==> src/rtl/ace_line_req_sched.sv <==
// Request scheduler for the ACE line FSM: snoop / write / read share one
// strobe set; each grant plays a fixed registered strobe sequence then settles.
module ace_line_req_sched #(
   parameter int HOLD_CYCLES = 2,
   parameter int MAX_SNP     = 3
) (
   input  logic clk,
   input  logic rst_n,
   input  logic snp_req,
   input  logic wr_req,
   input  logic rd_req,
   input  logic line_invalid,
   output logic snp_gnt,
   output logic wr_gnt,
   output logic rd_gnt,
   output logic snp_done,
   output logic wr_done,
   output logic rd_done,
   output logic acvalid,
   output logic awvalid,
   output logic arvalid,
   output logic crready,
   output logic acsnoop,
   output logic busy
);

   localparam logic [1:0] S_IDLE   = 2'd0;
   localparam logic [1:0] S_ALLOC  = 2'd1;
   localparam logic [1:0] S_ISSUE  = 2'd2;
   localparam logic [1:0] S_SETTLE = 2'd3;

   localparam logic [3:0] HOLD_LAST = 4'(HOLD_CYCLES - 1);
   localparam logic [3:0] SNP_CAP   = 4'(MAX_SNP);

   // requester vectors are one-hot {rd, wr, snp}
   logic [1:0] state, state_d;
   logic [2:0] sel, sel_d, pick;
   logic [3:0] hold, hold_d;
   logic [3:0] streak, streak_d;
   logic       rr_rd, rr_rd_d;
   logic [2:0] gnt_d, done_d;
   logic       acv_d, awv_d, arv_d, crr_d, acs_d, busy_d;
   logic       rw_pend, any_req, snp_ok, rd_ok;

   assign rw_pend = rd_req | wr_req;
   assign any_req = snp_req | rw_pend;
   assign snp_ok  = snp_req & ~((streak == SNP_CAP) & rw_pend);
   assign rd_ok   = rd_req & (~wr_req | rr_rd);

   always_comb begin
      pick = 3'b000;
      if (snp_ok)      pick = 3'b001;
      else if (rd_ok)  pick = 3'b100;
      else if (wr_req) pick = 3'b010;
   end

   always_comb begin
      state_d  = state;
      sel_d    = sel;
      hold_d   = hold;
      streak_d = streak;
      rr_rd_d  = rr_rd;
      gnt_d    = 3'b000;
      done_d   = 3'b000;
      acv_d    = 1'b0;
      awv_d    = 1'b0;
      arv_d    = 1'b0;
      crr_d    = 1'b0;
      acs_d    = 1'b0;
      busy_d   = 1'b1;
      unique case (state)
         S_IDLE: begin
            busy_d = any_req;
            if (any_req) begin
               sel_d = pick;
               gnt_d = pick;
               if (pick[0]) begin
                  if (rw_pend && streak != SNP_CAP)
                     streak_d = streak + 4'd1;
               end else begin
                  streak_d = 4'd0;
                  rr_rd_d  = pick[1];
               end
               // write to an INVALID line needs an allocate beat first
               if (pick[1] & line_invalid) begin
                  state_d = S_ALLOC;
                  acv_d   = 1'b1;
               end else begin
                  state_d = S_ISSUE;
                  unique case (1'b1)
                     pick[0]: acs_d = 1'b1;
                     pick[1]: begin
                        awv_d = 1'b1;
                        acv_d = 1'b1;
                     end
                     pick[2]: begin
                        arv_d = 1'b1;
                        crr_d = 1'b1;
                     end
                  endcase
               end
            end
         end
         S_ALLOC: begin
            state_d = S_ISSUE;
            awv_d   = 1'b1;
            acv_d   = 1'b1;
         end
         S_ISSUE: begin
            state_d = S_SETTLE;
            done_d  = sel;
            hold_d  = HOLD_LAST;
         end
         S_SETTLE: begin
            if (hold == 4'd0) begin
               state_d = S_IDLE;
               busy_d  = 1'b0;
            end else begin
               hold_d = hold - 4'd1;
            end
         end
      endcase
   end

   always_ff @(posedge clk or negedge rst_n) begin
      if (!rst_n) begin
         state    <= S_IDLE;
         sel      <= 3'b000;
         hold     <= 4'd0;
         streak   <= 4'd0;
         rr_rd    <= 1'b1;
         snp_gnt  <= 1'b0;
         wr_gnt   <= 1'b0;
         rd_gnt   <= 1'b0;
         snp_done <= 1'b0;
         wr_done  <= 1'b0;
         rd_done  <= 1'b0;
         acvalid  <= 1'b0;
         awvalid  <= 1'b0;
         arvalid  <= 1'b0;
         crready  <= 1'b0;
         acsnoop  <= 1'b0;
         busy     <= 1'b0;
      end else begin
         state    <= state_d;
         sel      <= sel_d;
         hold     <= hold_d;
         streak   <= streak_d;
         rr_rd    <= rr_rd_d;
         snp_gnt  <= gnt_d[0];
         wr_gnt   <= gnt_d[1];
         rd_gnt   <= gnt_d[2];
         snp_done <= done_d[0];
         wr_done  <= done_d[1];
         rd_done  <= done_d[2];
         acvalid  <= acv_d;
         awvalid  <= awv_d;
         arvalid  <= arv_d;
         crready  <= crr_d;
         acsnoop  <= acs_d;
         busy     <= busy_d;
      end
   end

endmodule

==> config.mk <==
export PLATFORM = sky130hd
export DESIGN_NAME = ace_line_req_sched
export DESIGN_NICKNAME = d
export VERILOG_FILES = /design/src/rtl/ace_line_req_sched.sv
export SDC_FILE = /design/constraint.sdc
export NUM_CORES = 1
export LEC_CHECK = 0
export BUFFER_PORTS_ARGS = -buffer_cell sky130_fd_sc_hd__buf_2
export CAP_MARGIN = 15
export CORE_MARGIN = 5
export CORE_UTILIZATION = 35
export CTS_CLUSTER_SIZE = 20
export DETAILED_ROUTE_END_ITERATION = 8
export GPL_TIMING_DRIVEN = 0
export PLACE_DENSITY_LB_ADDON = 0.05
export SLEW_MARGIN = 20
export SYNTH_ARGS = -nofsm -noshare
export SYNTH_HDL_FRONTEND = slang
export SYNTH_SLANG_ARGS = --single-unit
==> constraint.sdc <==
create_clock -name clk -period 3 [get_ports clk]
set_clock_uncertainty 0.05 [all_clocks]
set_input_delay 0.3 -clock clk [delete_from_list [all_inputs] [get_ports clk]]
set_output_delay 0.3 -clock clk [all_outputs]
set_load 0.01 [all_outputs]
==> key figures <==
STA
  • Transition time at the pin with the least slew margin: between 0.7 and 0.8 ns
  • F_max: 562 MHz
  • Setup violations, final: 0
  • Time the worst path needs with I/O delays and setup: roughly 1.8 ns
  • Worst relative slew slack: between 40% and 50%
  • Final max-slew violation count: 0
  • Setup TNS Final: 0 ns
  • Number of hold violations in the final report: 0
  • Crit share post-route: 59.3%
  • Unrepaired setup endpoints after global routing: no
  • Hold Worst Slack: 0.247 ns
  • Worst Slack Setup Final: 1.22 ns

Critical path
  • Data arrival time of the worst path: just under 2 ns
  • R2R Path End: state[0]$_DFFE_PN0P_
  • Maximum fanout encountered on the critical timing path: 7
  • Kind of end point of the critical path: flip-flop
  • CP startpoint kind: flip-flop
  • Depth of the worst register-to-register path: 6
  • Critical Path RT: about 3.2 ns
  • Setup slack on the worst flop-to-flop path: 1.22 ns
  • Startpoint of the lowest-slack register-to-register path: hold[0]$_DFFE_PN0P_
  • Crit path kind: flip-flop to flip-flop

Run
  • Maximum Capacitance Violations: 0

Routing
  • Detail Route met3 WL: ~110 microns
  • Average wire per standard cell: about 12 microns
  • Iteration-0 DRC count of the detailed router: 21
  • Final wirelength: just under 2000 microns
  • Number of nets still failing antenna checks after routing: 0
  • Vias: between 700 and 800
  • Wire length on met1: approximately 950 microns
  • Met2 wire len: 884 microns
  • Highest routed layer: met4
  • Post-DR vias/cell: 4.73
  • First-pass detailed-route iteration total: 4
  • DRC Markers: 0

Pwr
  • Maximum resistive drop on vdd: approximately 0.35 mV
  • Power density over the cells: ~860 nW/um^2
  • Total Power Consumption: around 1.1 mW
  • Leakage power figure: about 0.7 nW

Yosys
  • Prevailing post-synth register cell: dfrtp_1
  • Most common cell in the netlist: dfrtp_1
  • Largest cells by area after synthesis: dfrtp_1 53%, ha_1 7.7%, a21o_1 2.7%, nand2_1 2.7%, dfstp_2 2.3%
  • Number of flops mapped to enable cells by yosys: 0
  • Part of the Yosys area used for sequential elements: between 50% and 60%
  • Yosys Warn Count: 0
  • Most common library cells after synthesis: 24 x dfrtp_1, 8 x nand2_1, 7 x ha_1, 7 x inv_1, 6 x nor2_1
  • Post-synthesis sequential element count: 25
  • Count of mapped cells out of synthesis: 100
  • Count of unique library cells instantiated by Yosys: 38
  • Cell Area, Synth: roughly 1100 sq um
  • Avg Cell Area, Syn: roughly 11 sq um
  • Net count after synthesis: about 110
  • Biggest area consumer among synthesized cells: dfrtp_1
  • Proportion of synthesized flip-flops having asynchronous set or reset: 100%
  • Synth top area share: between 50 and 60%

Floorplanning
  • Floorplan Core Area: 3080 sq um
  • Floorplan row count: 20
  • Floorplan die area: around 4500 sq um
  • Effective utilization at floorplan: between 30% and 40%
  • Die height: approximately 67 microns
  • Width of the chip: around 67 microns
  • Top-level I/O count: 18

Layout
  • Net count, final: about 140
  • Filler Cell Count: around 310
  • Area Growth Syn to Fin: 15.7%
  • Share of final-layout standard cells stronger than drive strength 1: a little over a quarter
  • Count of antenna diodes in the layout: 0

Min path
  • Worst Hold End: streak[2]$_DFFE_PN0P_
  • Startpoint of the most critical hold path: snp_req
  • Worst hold path class: input pin to flip-flop
  • Number of cells traversed by the worst hold path: 2

Global route
  • Pin count of the biggest net entering global routing: 26
  • Via count of the first global-routing pass: 805
  • Total congestion overflow after global routing: 0
  • Overall global routing resource usage: between 10% and 20%
  • Number of antenna violations at the first check in global routing: 0
  • Global-route wire length before repair: around 3600 microns

Placed design
  • Half-perimeter wire length after placement: between 1500 and 2000 microns
  • # port buffers: 17
  • GP Congestion: between 0.7 and 0.8
  • Post-Place Worst Slack: ~1.2 ns

Clock tree
  • Number of buffers inserted by post-CTS setup repair: 0
  • Num CTS Buffers: 3
  • Sink Count: 25
  • TritonCTS clock tree: done
  • Max Root-Sink Buffers: 2
  • Post-CTS clock slew at the launch and capture registers of the worst setup and hold paths: 0.13 ns
  • CTS HTree Levels: 1
  • Clock tree root driver cell: clkbuf_4
  • Insertion delay of the later-clocked pin in the worst-skew pair: ~0.3 ns

Status
  • Run status: finished, final reports clean
[cell usage in the layout, fill, tap and decap left out, types with 2 or more instances in the layout]
cell type  instances
nand3_1            4
nand2b_1           2
buf_2             18
nand2_1            8
mux2i_1            2
inv_1              7
a21o_1             4
nor2_1             6
nor3_1             2
dfrtp_1           24
clkbuf_4           3
and2_1             4
ha_1               7
o21ai_0            3
a21oi_1            2
[cells by family after synthesis]
family	Yosys count	share of synthesized area, %
muxes	2	1.77
and+or+nand+nor	37	18.3
AOI/OAI and AO/OA	19	12.6
DFF	25	55.4
adders and majority gates	7	7.74
buffers and inverters	9	3.43
xor gates and xnor gates	1	0.774
[power breakdown]
| group | total (mW) | internal (mW) | switching, mW |
|---|---|---|---|
| Sequential | 0.527 | 0.459 | 0.0682 |
| Clock | 0.143 | 0.0497 | 0.0933 |
| Combinational | 0.453 | 0.204 | 0.249 |
[per-layer routing]
layer | GRT usage, % | vias to the layer above
met1 | 13.7 | 382
li1 | - | 386
met4 | 3.81 | 0
met2 | 17.6 | 15
met5 | 0 | -
met3 | 2.19 | 2
[worst max-delay path, stage by stage, from the launching register on]
cell,delay [ns]
dfrtp_1,0.42
inv_1,0.10
ha_1,0.14
or3b_1,0.37
nand2_2,0.15
nand2_1,0.08
a221o_1,0.36
[registers in the layout, indices dropped and copies added (netlist names), 2 cells and up]
register and count:
hold 4, sel 3, state 2, streak 4
[through the flow]
step | instance area [sq um] | utilization [%] | instances
3_5_place_dp | 1270 | 41.3 | 161
5_1_grt | 1310 | 42.5 | 166
2_1_floorplan | 1130 | - | 100
4_1_cts | 1310 | 42.5 | 166
3_3_place_gp | 1270 | 41.3 | 161
6_report | 1310 | 42.5 | 166
[layout make-up]
type	instances	area (sq um)	area share, %
Buffer	2	12.5	0.956
Clock buffer	3	22.5	1.72
Clock inverter	1	5.00	0.382
Inverter	7	26.3	2.01
Multi-Input combinational cell	66	465	35.6
Sequential cell	25	627	47.9
Tap cell	44	55.1	4.21
Timing Repair Buffer	18	95.1	7.27
[repair_timing]
item                                    CTS  global route
endpoints found under the setup margin    0             0
hold endpoints to repair                 24             0
gates resized for setup                   0             0
hold buffers                              1             0
[worst max path at each step]
stage                                     from                    end  slack, ns  cells past startpoint
after global placement     hold[0]$_DFFE_PN0P_   state[0]$_DFFE_PN0P_       1.26                      6
after detailed placement  state[0]$_DFFE_PN0P_  streak[3]$_DFFE_PN0P_       1.24                      7
after global routing      state[0]$_DFFE_PN0P_  streak[3]$_DFFE_PN0P_       1.05                      7
final                      hold[0]$_DFFE_PN0P_   state[0]$_DFFE_PN0P_       1.22                      6
after CTS                  hold[0]$_DFFE_PN0P_   state[0]$_DFFE_PN0P_       1.22                      6
after floorplan            hold[0]$_DFFE_PN0P_   state[0]$_DFFE_PN0P_       1.38                      6
Power figures use the tool's default switching activity.
